**src/rtl/geriyaz_hakem.sv**
```systemverilog
// Round-robin arbiter for the single register-file writeback port, with a registered
// write interface and a saturating contention counter.
module geriyaz_hakem #(
    parameter int KAYNAK_SAYISI = 4,
    parameter int VERI_BIT      = 32,
    parameter int YAZMAC_BIT    = 5,
    parameter int ETIKET_BIT    = 4,
    parameter int SAYAC_BIT     = 16
) (
    input  logic                                clk_i,
    input  logic                                rstn_i,
    input  logic [KAYNAK_SAYISI-1:0]            istek_gecerli_i,
    input  logic [KAYNAK_SAYISI*VERI_BIT-1:0]   istek_veri_i,
    input  logic [KAYNAK_SAYISI*YAZMAC_BIT-1:0] istek_adres_i,
    input  logic [KAYNAK_SAYISI*ETIKET_BIT-1:0] istek_etiket_i,
    output logic [KAYNAK_SAYISI-1:0]            istek_hazir_o,
    output logic [VERI_BIT-1:0]                 geriyaz_veri_o,
    output logic [YAZMAC_BIT-1:0]               geriyaz_adres_o,
    output logic [ETIKET_BIT-1:0]               geriyaz_etiket_o,
    output logic                                geriyaz_gecerli_o,
    input  logic                                sayac_temizle_i,
    output logic [SAYAC_BIT-1:0]                cakisma_sayac_o
);
    localparam int N  = KAYNAK_SAYISI;
    localparam int PW = $clog2(N);
    localparam int YW = VERI_BIT + YAZMAC_BIT + ETIKET_BIT;

    typedef struct packed {
        logic [VERI_BIT-1:0]   veri;
        logic [YAZMAC_BIT-1:0] adres;
        logic [ETIKET_BIT-1:0] etiket;
    } istek_t;

    istek_t [N-1:0]         istek;
    logic   [N-1:0][YW-1:0] maskeli;
    logic   [N-1:0]         hazir;
    logic   [YW-1:0]        secilen;
    istek_t                 sec_istek;
    logic   [PW-1:0]        son_r;
    logic   [PW-1:0]        kazanan;
    logic   [PW-1:0]        idx_k;
    logic                   aktarim;
    logic   [3:0]           gecerli_sayi;
    logic                   cakisma;

    // Grant is one-hot, so the winning slice is an AND-OR of masked lanes.
    for (genvar g = 0; g < N; g++) begin : g_serit
        assign istek[g]   = '{veri:   istek_veri_i[g*VERI_BIT +: VERI_BIT],
                              adres:  istek_adres_i[g*YAZMAC_BIT +: YAZMAC_BIT],
                              etiket: istek_etiket_i[g*ETIKET_BIT +: ETIKET_BIT]};
        assign maskeli[g] = {YW{hazir[g]}} & istek[g];
    end

    always_comb begin
        secilen = '0;
        for (int i = 0; i < N; i++) secilen = secilen | maskeli[i];
    end
    assign sec_istek = istek_t'(secilen);

    // Search starts just after the last winner; wrap by compare since N may not be 2^k.
    always_comb begin
        int idx;
        idx     = 0;
        idx_k   = '0;
        hazir   = '0;
        kazanan = '0;
        aktarim = 1'b0;
        for (int k = 1; k <= N; k++) begin
            idx = int'(son_r) + k;
            if (idx >= N) idx = idx - N;
            idx_k = PW'(idx);
            if (!aktarim && istek_gecerli_i[idx_k]) begin
                hazir[idx_k] = 1'b1;
                kazanan      = idx_k;
                aktarim      = 1'b1;
            end
        end
    end
    assign istek_hazir_o = hazir;

    always_comb begin
        gecerli_sayi = '0;
        for (int i = 0; i < N; i++)
            if (istek_gecerli_i[i]) gecerli_sayi = gecerli_sayi + 4'd1;
    end
    assign cakisma = (gecerli_sayi >= 4'd2);

    always_ff @(posedge clk_i or negedge rstn_i) begin
        if (!rstn_i) begin
            son_r             <= PW'(N - 1);
            geriyaz_veri_o    <= '0;
            geriyaz_adres_o   <= '0;
            geriyaz_etiket_o  <= '0;
            geriyaz_gecerli_o <= 1'b0;
            cakisma_sayac_o   <= '0;
        end else begin
            // x0 writes are consumed but never strobe the register file.
            geriyaz_gecerli_o <= aktarim && (sec_istek.adres != '0);
            if (aktarim) begin
                son_r            <= kazanan;
                geriyaz_veri_o   <= sec_istek.veri;
                geriyaz_adres_o  <= sec_istek.adres;
                geriyaz_etiket_o <= sec_istek.etiket;
            end
            if (sayac_temizle_i)
                cakisma_sayac_o <= '0;
            else if (cakisma && (cakisma_sayac_o != '1))
                cakisma_sayac_o <= cakisma_sayac_o + SAYAC_BIT'(1);
        end
    end
endmodule

```
**config.mk**
```make
export PLATFORM = sky130hd
export DESIGN_NAME = geriyaz_hakem
export DESIGN_NICKNAME = d
export VERILOG_FILES = /design/src/rtl/geriyaz_hakem.sv
export SDC_FILE = /design/constraint.sdc
export NUM_CORES = 1
export LEC_CHECK = 0
export ABC_AREA = 1
export CELL_PAD_IN_SITES_DETAIL_PLACEMENT = 1
export CELL_PAD_IN_SITES_GLOBAL_PLACEMENT = 2
export CORE_MARGIN = 10
export CORE_UTILIZATION = 19
export CTS_BUF_LIST = sky130_fd_sc_hd__clkbuf_4 sky130_fd_sc_hd__clkbuf_8
export CTS_CLUSTER_DIAMETER = 150
export DETAILED_ROUTE_END_ITERATION = 8
export GPL_TIMING_DRIVEN = 0
export PLACE_DENSITY_LB_ADDON = 0.08
export SLEW_MARGIN = 20
export SYNTH_ARGS = -nofsm -noshare
export SYNTH_HDL_FRONTEND = slang
export SYNTH_SLANG_ARGS = --single-unit
```
**constraint.sdc**
```tcl
create_clock -name clk_i -period 2.6 [get_ports clk_i]
set_input_delay 0.52 -clock clk_i [delete_from_list [all_inputs] [get_ports clk_i]]
set_output_delay 0.52 -clock clk_i [all_outputs]
set_load 0.1 [all_outputs]
```
# Yosys cells after proc, flatten, opt, wreduce, memory -nomap -nowiden
# Index checks and enable logic that the tools add are counted.
# word_totals
input_bits	171
wordCells	94
ff_bits	60
# op_classes
n_eq_ne	1
mux	38
reduce_logical	14
n_lt_le_gt_ge	13
bitwise_logic	10
addsub	12
# op_table
operator	n
$and 41x41->41	4
$or 41x41->41	3
$mux 16	2
$mux 4	7
$add 16x1->16 const B	1
$mux 2	8
$ne 16x16->1 const B	1
$mux 1	13
$add 4x1->4 const B	3
$lt 2x3->1 const B	4
$or 4x4->4	3
$ge 3x3->1 const B	3
$logic_and 1x1->1	9
$bmux 1 s2	4
$demux 1 s2	4
$ge 2x1->1 const B	4
$sub 2x1->2 const B	4
$add 2x2->3 const B	2
$reduce_bool 5->1	1
$add 2x3->4 const B	1
$ge 4x2->1 const B	1
$ge 4x3->1 const B	1
$add 2x1->3 const B	1
$logic_not 1->1	3
$reduce_bool 2->1	1

# Logic depth before layout (Yosys ltp)
# Gate-level depths: netlist of the first run.
# depth
word_depth	21
ltp_mapped	14

# Worst setup path after synthesis of the first run
# OpenSTA, ideal clock, no wires.
# synth_timing
kind	reg-to-output
start	register son_r[1]
end	output port istek_hazir_o[3]
t_required_ns	2.080
t_arrival_ns	2.199
path_slack_ns	-0.119
stages_incl_launch_ff	10
cell_sequence	dfstp_2 inv_1 ha_1 inv_1 nand3_2 nand2_4 nor2_4 nand4_1 nand3_2 buf_2
# synth_via
elab_chain_len	15
elab_cells_between_ends	60
classes_between	add/sub (8); order compare (12); mux (27); bitwise (3); reduce/logical (10)
# synth_rtl
item	line_no	text
start: declaration	39	logic [PW-1:0] son_r;
start signal: assignment	90	son_r <= PW'(N - 1);
start signal: assignment	100	son_r <= kazanan;
parallel branches: the longest is 14 deep, another holds $add 2x1->3	-	
$mux 4 (*)	72	if (!aktarim && istek_gecerli_i[idx_k]) begin
end: declaration	16	output logic [KAYNAK_SAYISI-1:0] istek_hazir_o,
# Every way passes the cells marked *. The select of a mux whose other input is x is not followed.

# Final worst setup path of the first run
# layout_timing
start	register son_r[1]
end	output port istek_hazir_o[2]
# Same word-level chain as after synthesis.

==> results of run 1 <==
kinds of logic after synthesis:
family	count (synthesis)	synth area share
simple gates	358	0.3984
flops	60	0.3960
xor+xnor	3	0.006921
fa+ha+maj	12	0.03954
buf+inv	45	0.05371
compound gates	70	0.1054
state kept, by name, indices dropped and copies added (netlist names):
| name | flops |
|---|---|
| geriyaz_gecerli_o | 1 |
| geriyaz_veri_o | 32 |
| geriyaz_adres_o | 5 |
| son_r | 2 |
| cakisma_sayac_o | 16 |
| geriyaz_etiket_o | 4 |
placed cells by master, fill, tap and decap left out, drive strengths merged, types with 2 or more instances in the layout:
master         Yosys  layout
a21boi             4       4
a21o               3       3
a21oi             48      48
buf               20      43
clkbuf             1      12
clkdlybuf4s50      0     225
clkinvlp           0       5
dfrtp             58      58
dfstp              2       2
ha                12      12
inv               24      23
nand2            252     252
nand3             62      62
nand4              8       8
nor2              25      26
nor3               9       9
o21a               2       2
o21ai              9       9
xor2               2       2
cells in the mapped netlist (all sizes together):
cell,instances,area [sq um]
and2,1,6.260
a21boi,4,30.03
nand4,8,50.05
a21o,3,22.52
o21ai,9,48.80
o21a,2,15.01
xor2,2,17.52
inv,24,90.09
dfstp,2,52.55
nor3,9,50.05
nor4,1,6.260
a21oi,48,251.5
nand3,62,340.3
xnor2,1,8.760
clkbuf,1,3.750
a31oi,1,6.260
ha,12,150.1
o221ai,1,8.760
o211a,1,10.01
nand2,252,955.9
a211oi,1,7.510
dfrtp,58,1451
nor2,25,103.9
buf,20,110.1
worst reg2reg max path, stage by stage (launching register included):
cell and delay, ns:
dfstp_2 0.57, clkinvlp_4 0.13, ha_4 0.32, inv_4 0.05, nand3_4 0.10, nand2_8 0.09, nor2_4 0.13, buf_4 0.13
nand2_1 0.06, nor2_1 0.40, buf_2 0.35, nand2_1 0.09, nand3_1 0.10
metrics by stage:
| step | util | setup WS, ns | instances | setup TNS, ns |
|---|---|---|---|---|
| after floorplan | - | 0.04336 | 548 | 0 |
| after global placement | 0.3298 | -1.347 | 1045 | -97.68 |
| after detailed placement | 0.3311 | -1.390 | 1046 | -21.11 |
| after CTS | 0.3595 | -0.3131 | 1080 | -1.176 |
| after global routing | 0.3621 | -0.4003 | 1081 | -7.406 |
| final | 0.3621 | -0.2766 | 1081 | -1.046 |
layer usage:
metal	vias up	global-route usage	wire (microns)
li1	2316	-	-
met1	2274	0.1871	9070
met4	4	0.02854	173
met3	17	0.04652	1210
met2	129	0.2810	10600
met5	-	0	33
worst max-delay path by stage:
| stage | start | end | slack, ns | depth (start not counted) |
|---|---|---|---|---|
| after detailed placement | son_r[1]$_DFFE_PN1P_ | istek_hazir_o[3] | -1.39 | 10 |
| after floorplan | son_r[1]$_DFFE_PN1P_ | istek_hazir_o[3] | 0.04 | 9 |
| after global routing | son_r[1]$_DFFE_PN1P_ | istek_hazir_o[2] | -0.40 | 10 |
| after CTS | son_r[1]$_DFFE_PN1P_ | istek_hazir_o[1] | -0.31 | 10 |
| after global placement | rstn_i | cakisma_sayac_o[15]$_DFFE_PN0P_ | -1.35 | 1 |
| final | son_r[1]$_DFFE_PN1P_ | istek_hazir_o[2] | -0.28 | 10 |
repair_timing:
action,4_1_cts,5_1_grt
endpoints found under the setup margin,52,53
resized for setup,71,13
buffers inserted,16,1
pin swaps,13,9
gates cloned,1,0
hold buffers,1,0
hold endpoints to repair,4,0
area by class of cell:
type | instances | share of cell area
Buffer | 21 | 0.02276
Clock buffer | 11 | 0.02134
Clock inverter | 5 | 0.008467
Inverter | 24 | 0.01394
Multi-Input combinational cell | 444 | 0.3186
Sequential cell | 60 | 0.2120
Tap cell | 265 | 0.04675
Timing Repair Buffer | 251 | 0.3561
==> metrics.md, run 1 <==
| Metric | Value |
|---|---|
| Detailed-placement wirelength estimate | `16.66 mm` |
| Worst Path Required | `roughly 2.1 ns` |
| Final Worst Setup Slack | `-0.2766 ns` |
| Min-delay src | `geriyaz_adres_o[2]$_DFFE_PN0P_` |
| Status | `complete, but fails checks` |
| Total Routed Length | `between 20 and 25 mm` |
| Max Clock Freq | `roughly 350 MHz` |
| Final ANT Viol Nets | `0` |
| Sequential area share after synthesis | `0.3960` |
| Critical-path maximum fanout | `5` |
| Area occupied by registers | `about 1500 sq um` |
| Global route overflow | `0` |
| Synth Instances | `approximately 550` |
| GRT Total Usage | `0.1588` |
| Worst-case clock buffer depth | `2` |
| DIE WIDTH | `~160 microns` |
| Most frequent cell on the critical path | `nand3_4` |
| Worst-Skew Late Latency | `between 0.3 and 0.4 ns` |
| RSZ-0062 raised after global routing | `yes` |
| Core Area | `19590 sq um` |
| Die ar. | `around 26000 sq um` |
| Vias in the first global route | `5150` |
| Worst Path Arrival | `between 2 and 2.5 ns` |
| Initial antenna violation count | `3` |
| Synth cell types | `35` |
| Finished Cell Area | `between 7000 and 8000 sq um` |
| DR iter-0 viols | `between 150 and 200` |
| Hold Path End | `geriyaz_adres_o[2]$_DFFE_PN0P_` |
| First-pass DRT Iterations | `4` |
| Final Slew Violations | `0` |
| Final RePlAce weighted congestion | `0.7876` |
| Antenna cells | `0` |
| Crit-path cells | `clkinvlp_4 > ha_4 > inv_4 > nand3_4 > nand2_8 > nor2_4 > nand4_1 > nand3_4 > buf_8 > buf_12` |
| WL/cell | `around 20 microns` |
| Largest net degree at the start of global routing | `48` |
| Rel. slew slack | `0.2503` |
| DP Area | `6486 sq um` |
| Max stage delay on crit path | `0.57 ns` |
| Chip Height | `about 160 microns` |
| I/O Pins | `233` |
| FP Rows | `51` |
| Fill cells | `~2400` |
| Hold Fails Final Rpt | `0` |
| #FFs+latches synth | `60` |
| Tcrit/Tclk final | `1.106` |
| Failing checks | `setup timing` |
| Clk root buf | `clkbuf_8` |
| Hold Path Class | `flop to flop` |
| CP bufs+invs | `4` |
| Ys Warns | `0` |
| H-tree depth | `3` |
| First-pass GRT wire length | `between 30 and 40 mm` |
| CTS clk-pin slew, worst paths | `about 0.08 ns` |
| CTS Buf Count | `9` |
| Setup violators final | `4` |
| MaxCap Viol Count | `0` |
| CP max-delay cell | `dfstp_2` |
| Synthesized cell area | `3797 sq um` |
| Port Buffers | `approximately 230` |
| CTS sink cnt | `60` |
| Reg-to-reg endpoint | `geriyaz_veri_o[19]$_DFFE_PN0P_` |
| DRC | `0` |
| Cell family with the largest share of critical-path delay | `simple AND/OR/NAND/NOR gates` |
| Reg2Reg Depth | `12` |
| Final net count | `994` |
| Synth Area per Inst | `between 6 and 7 sq um` |
| Startpoint Class | `flop` |
| Via density per instance | `4.385` |
| Layout area overhead | `86.79%` |
| R2r startpoint | `son_r[1]$_DFFE_PN1P_` |
| Slew @ Worst Pin | `~1.1 ns` |
| Syn nets | `about 730` |
| Layout cells sized above 1 | `0.1189` |
| Cells on Worst Hold Path | `1` |
| CP Capture Type | `output port` |
| Area of the multi-input gates | `2260 sq um` |
| Final Hold Slack | `0.4853 ns` |
| Clock tree from TritonCTS | `done` |
| Fin crit period | `between 2 and 3 ns` |
| Worst Skew | `0.01602 ns` |
| Initial core utilization | `0.1938` |
| Reg2Reg Setup Slack | `0.01 ns` |
| CP Class | `flop to output port` |
| Total number of vias | `4740` |
Power of run 1 is left out: the tool's default activity adds up to more than one toggle a clock period on the data nets, which glitch-free logic cannot reach.
==> run 2: changes to the inputs <==
- CORE_MARGIN: 10 -> not set
- GPL_TIMING_DRIVEN: 0 -> not set
- SETUP_SLACK_MARGIN: not set -> 0.3
==> run 2 against run 1 <==
  * The run still ends with setup timing left
  * Global-route usage increased by 2.5 points
  * Sequential cell count unchanged
  * Worst hold slack got worse by 0.35 ns
  * Clock skew decreased by 0.010 ns
  * Cell area increased by 8.2%
  * Maximum frequency increased by 3.1%
  * First-iteration DRC count decreased by 30%
  * Die area decreased by 21%
  * Register-to-register slack about the same
  * Via count increased by 1.6%
  * Critical path depth unchanged
  * Core utilization increased by 3.1 points
==> metrics.md, run 2 (synthesis gave the netlist of run 1 again) <==
| Metric | Value |
|---|---|
| Startpoint Class | `flop` |
| Busiest grt layer | `met2` |
| I/O Pins | `around 230` |
| Worst-case clock buffer depth | `2` |
| Status | `complete, but fails checks` |
| RSZ-0062 raised after global routing | `yes` |
| First-pass GRT wire length | `~28 mm` |
| Worst-Skew Late Latency | `0.37 ns` |
| Met3 layer usage reported by global route | `0.05332` |
| CP bufs+invs | `4` |
| GRT Total Usage | `0.1840` |
| Slew @ Worst Pin | `roughly 0.56 ns` |
| Largest regs | `geriyaz_veri_o: 32 flops, cakisma_sayac_o: 16 flops, geriyaz_adres_o: 5 flops` |
| Clock tree from TritonCTS | `done` |
| M2 GR Usage | `0.3181` |
| First-pass DRT Iterations | `4` |
| Largest reg by FF count | `geriyaz_veri_o` |
| Most frequent cell on the critical path | `nand3_4` |
| Crit-path cells | `inv_6 > ha_4 > inv_4 > nand3_4 > nand2_4 > nor2_4 > buf_6 > nand4_1 > nand3_4 > buf_12` |
| Final RePlAce weighted congestion | `0.8114` |
| Initial antenna violation count | `0` |
| Global route overflow | `0` |
| Max stage delay on crit path | `just under 0.6 ns` |
| Fill cells | `~2300` |
| R2r startpoint | `son_r[0]$_DFFE_PN1P_` |
| DR iter-0 viols | `116` |
| Leading cell type in the layout, fill and taps excluded | `nand2_1` |
| Final ANT Viol Nets | `0` |
| Chip Height | `approximately 140 microns` |
| Vias in the first global route | `around 5000` |
| Hold Fails Final Rpt | `0` |
| Max FFs per register | `32` |
| Via density per instance | `between 4 and 5` |
| Tcrit/Tclk final | `1.073` |
| Detailed-placement wirelength estimate | `around 14 mm` |
| Worst Path Arrival | `2.27 ns` |
| Core Area | `between 15000 and 20000 sq um` |
| Layout cells sized above 1 | `0.2929` |
| Reg2Reg Depth | `18` |
| Total Routed Length | `approximately 20 mm` |
| Hold Path Class | `input port to asynchronous set/reset pin` |
| CP Capture Type | `output port` |
| CP Class | `flop to output port` |
| CP Depth | `10` |
| Reg2Reg Setup Slack | `0.02 ns` |
| Final Hold Slack | `approximately 0.14 ns` |
| Total number of vias | `slightly below 5000` |
| Max Clock Freq | `358.5 MHz` |
| Fin crit period | `~2.8 ns` |
| H-tree depth | `3` |
| Initial core utilization | `0.1945` |
| Global Route met1 Usage | `0.2221` |
| DRC | `0` |
| CP max-delay cell | `dfstp_2` |
| Antenna cells | `0` |
| Worst Skew | `0.005563 ns` |
| Most frequent cells in the layout | `nand2_1, clkdlybuf4s50_1, buf_4` |
| Critical-path maximum fanout | `6` |
| Cell family with the largest share of critical-path delay | `simple AND/OR/NAND/NOR gates` |
| DP Area | `~6700 sq um` |
| Clk root buf | `clkbuf_8` |
| CTS Buf Count | `9` |
| Finished Cell Area | `about 7700 sq um` |
| Port Buffers | `232` |
| Setup violators final | `4` |
| MaxCap Viol Count | `0` |
| Failing checks | `setup timing` |
| Final net count | `just over 1000` |
| Reg-to-reg endpoint | `geriyaz_gecerli_o$_DFF_PN0_` |
| Rel. slew slack | `0.6243` |
| Final Worst Setup Slack | `-0.1895 ns` |
| Layout area overhead | `102.0%` |
| CTS sink cnt | `60` |
| Worst Path Required | `around 2.1 ns` |
| Die ar. | `~20000 sq um` |
| Largest net degree at the start of global routing | `42` |
| FP Rows | `about 50` |
| Final Slew Violations | `0` |
| DIE WIDTH | `143.4 microns` |
| WL/cell | `approximately 18 microns` |
| CTS clk-pin slew, worst paths | `roughly 0.080 ns` |
-- run 2: cell count changes in the layout (fill, tap and decap cells not counted), sizes merged --
cell / before / now
buf: 43 / 123
bufbuf: 0 / 2
bufinv: 1 / 3
clkbuf: 12 / 16
clkdlybuf4s50: 225 / 166
clkinvlp: 5 / 1
dlygate4sd2: 1 / 0
dlygate4sd3: 1 / 0
inv: 23 / 25
nor2: 26 / 25
-- run 2: final cells by class --
class                           instances  area, sq um  share of cell area
Timing Repair Buffer                  297         2977              0.3880
Multi-Input combinational cell        443         2500              0.3258
Sequential cell                        60         1504              0.1960
Tap cell                              265        331.6             0.04322
Clock buffer                           11        151.4             0.01973
Clock inverter                          5        106.4             0.01386
Inverter                               24        102.6             0.01337
-- run 2: repair_timing --
action,4_1_cts,5_1_grt
pin swaps,12,22
gates cloned,2,5
setup buffers,14,4
hold buffers,0,0
endpoints found under the hold margin,0,0
resized for setup,24,91
endpoints found under the setup margin,61,61
-- run 2: worst max path at each step --
| stage | startpoint | endpoint | slack [ns] |
|---|---|---|---|
| finish | son_r[0]$_DFFE_PN1P_ | istek_hazir_o[0] | -0.19 |
| global route | son_r[0]$_DFFE_PN1P_ | istek_hazir_o[0] | -0.29 |
| CTS | son_r[0]$_DFFE_PN1P_ | istek_hazir_o[0] | -0.22 |
| detailed placement | istek_gecerli_i[0] | cakisma_sayac_o[14]$_DFFE_PN0P_ | -0.39 |
| global placement | istek_gecerli_i[0] | cakisma_sayac_o[15]$_DFFE_PN0P_ | -0.28 |
| floorplan | son_r[0]$_DFFE_PN1P_ | istek_hazir_o[3] | 0.30 |
-- run 2: per-layer routing --
layer	vias to the layer above	share of wire
met5	-	0
met4	0	0.0088
met3	10	0.068
met2	127	0.49
met1	2312	0.43
li1	2367	-
-- run 2: through the flow --
stage / util / setup TNS (ns) / instances / worst slack, ns
5_1_grt: 0.3929 / -1.528 / 1105 / -0.2924
3_5_place_dp: 0.3419 / -10.33 / 1064 / -0.3905
2_1_floorplan: - / 0 / 548 / 0.3039
3_3_place_gp: 0.3419 / -6.922 / 1064 / -0.2838
6_report: 0.3929 / -0.6834 / 1105 / -0.1895
4_1_cts: 0.3688 / -0.8084 / 1096 / -0.2186
-- run 2: worst reg2reg max path: cells and delay by family, from the launching register on --
| family | cells | cell delay, ns |
|---|---|---|
| buf+inv | 6 | 0.68 |
| flops | 1 | 0.58 |
| fa+ha+maj | 1 | 0.26 |
| simple gates | 11 | 0.94 |
Power of run 2 is left out for the same reason.
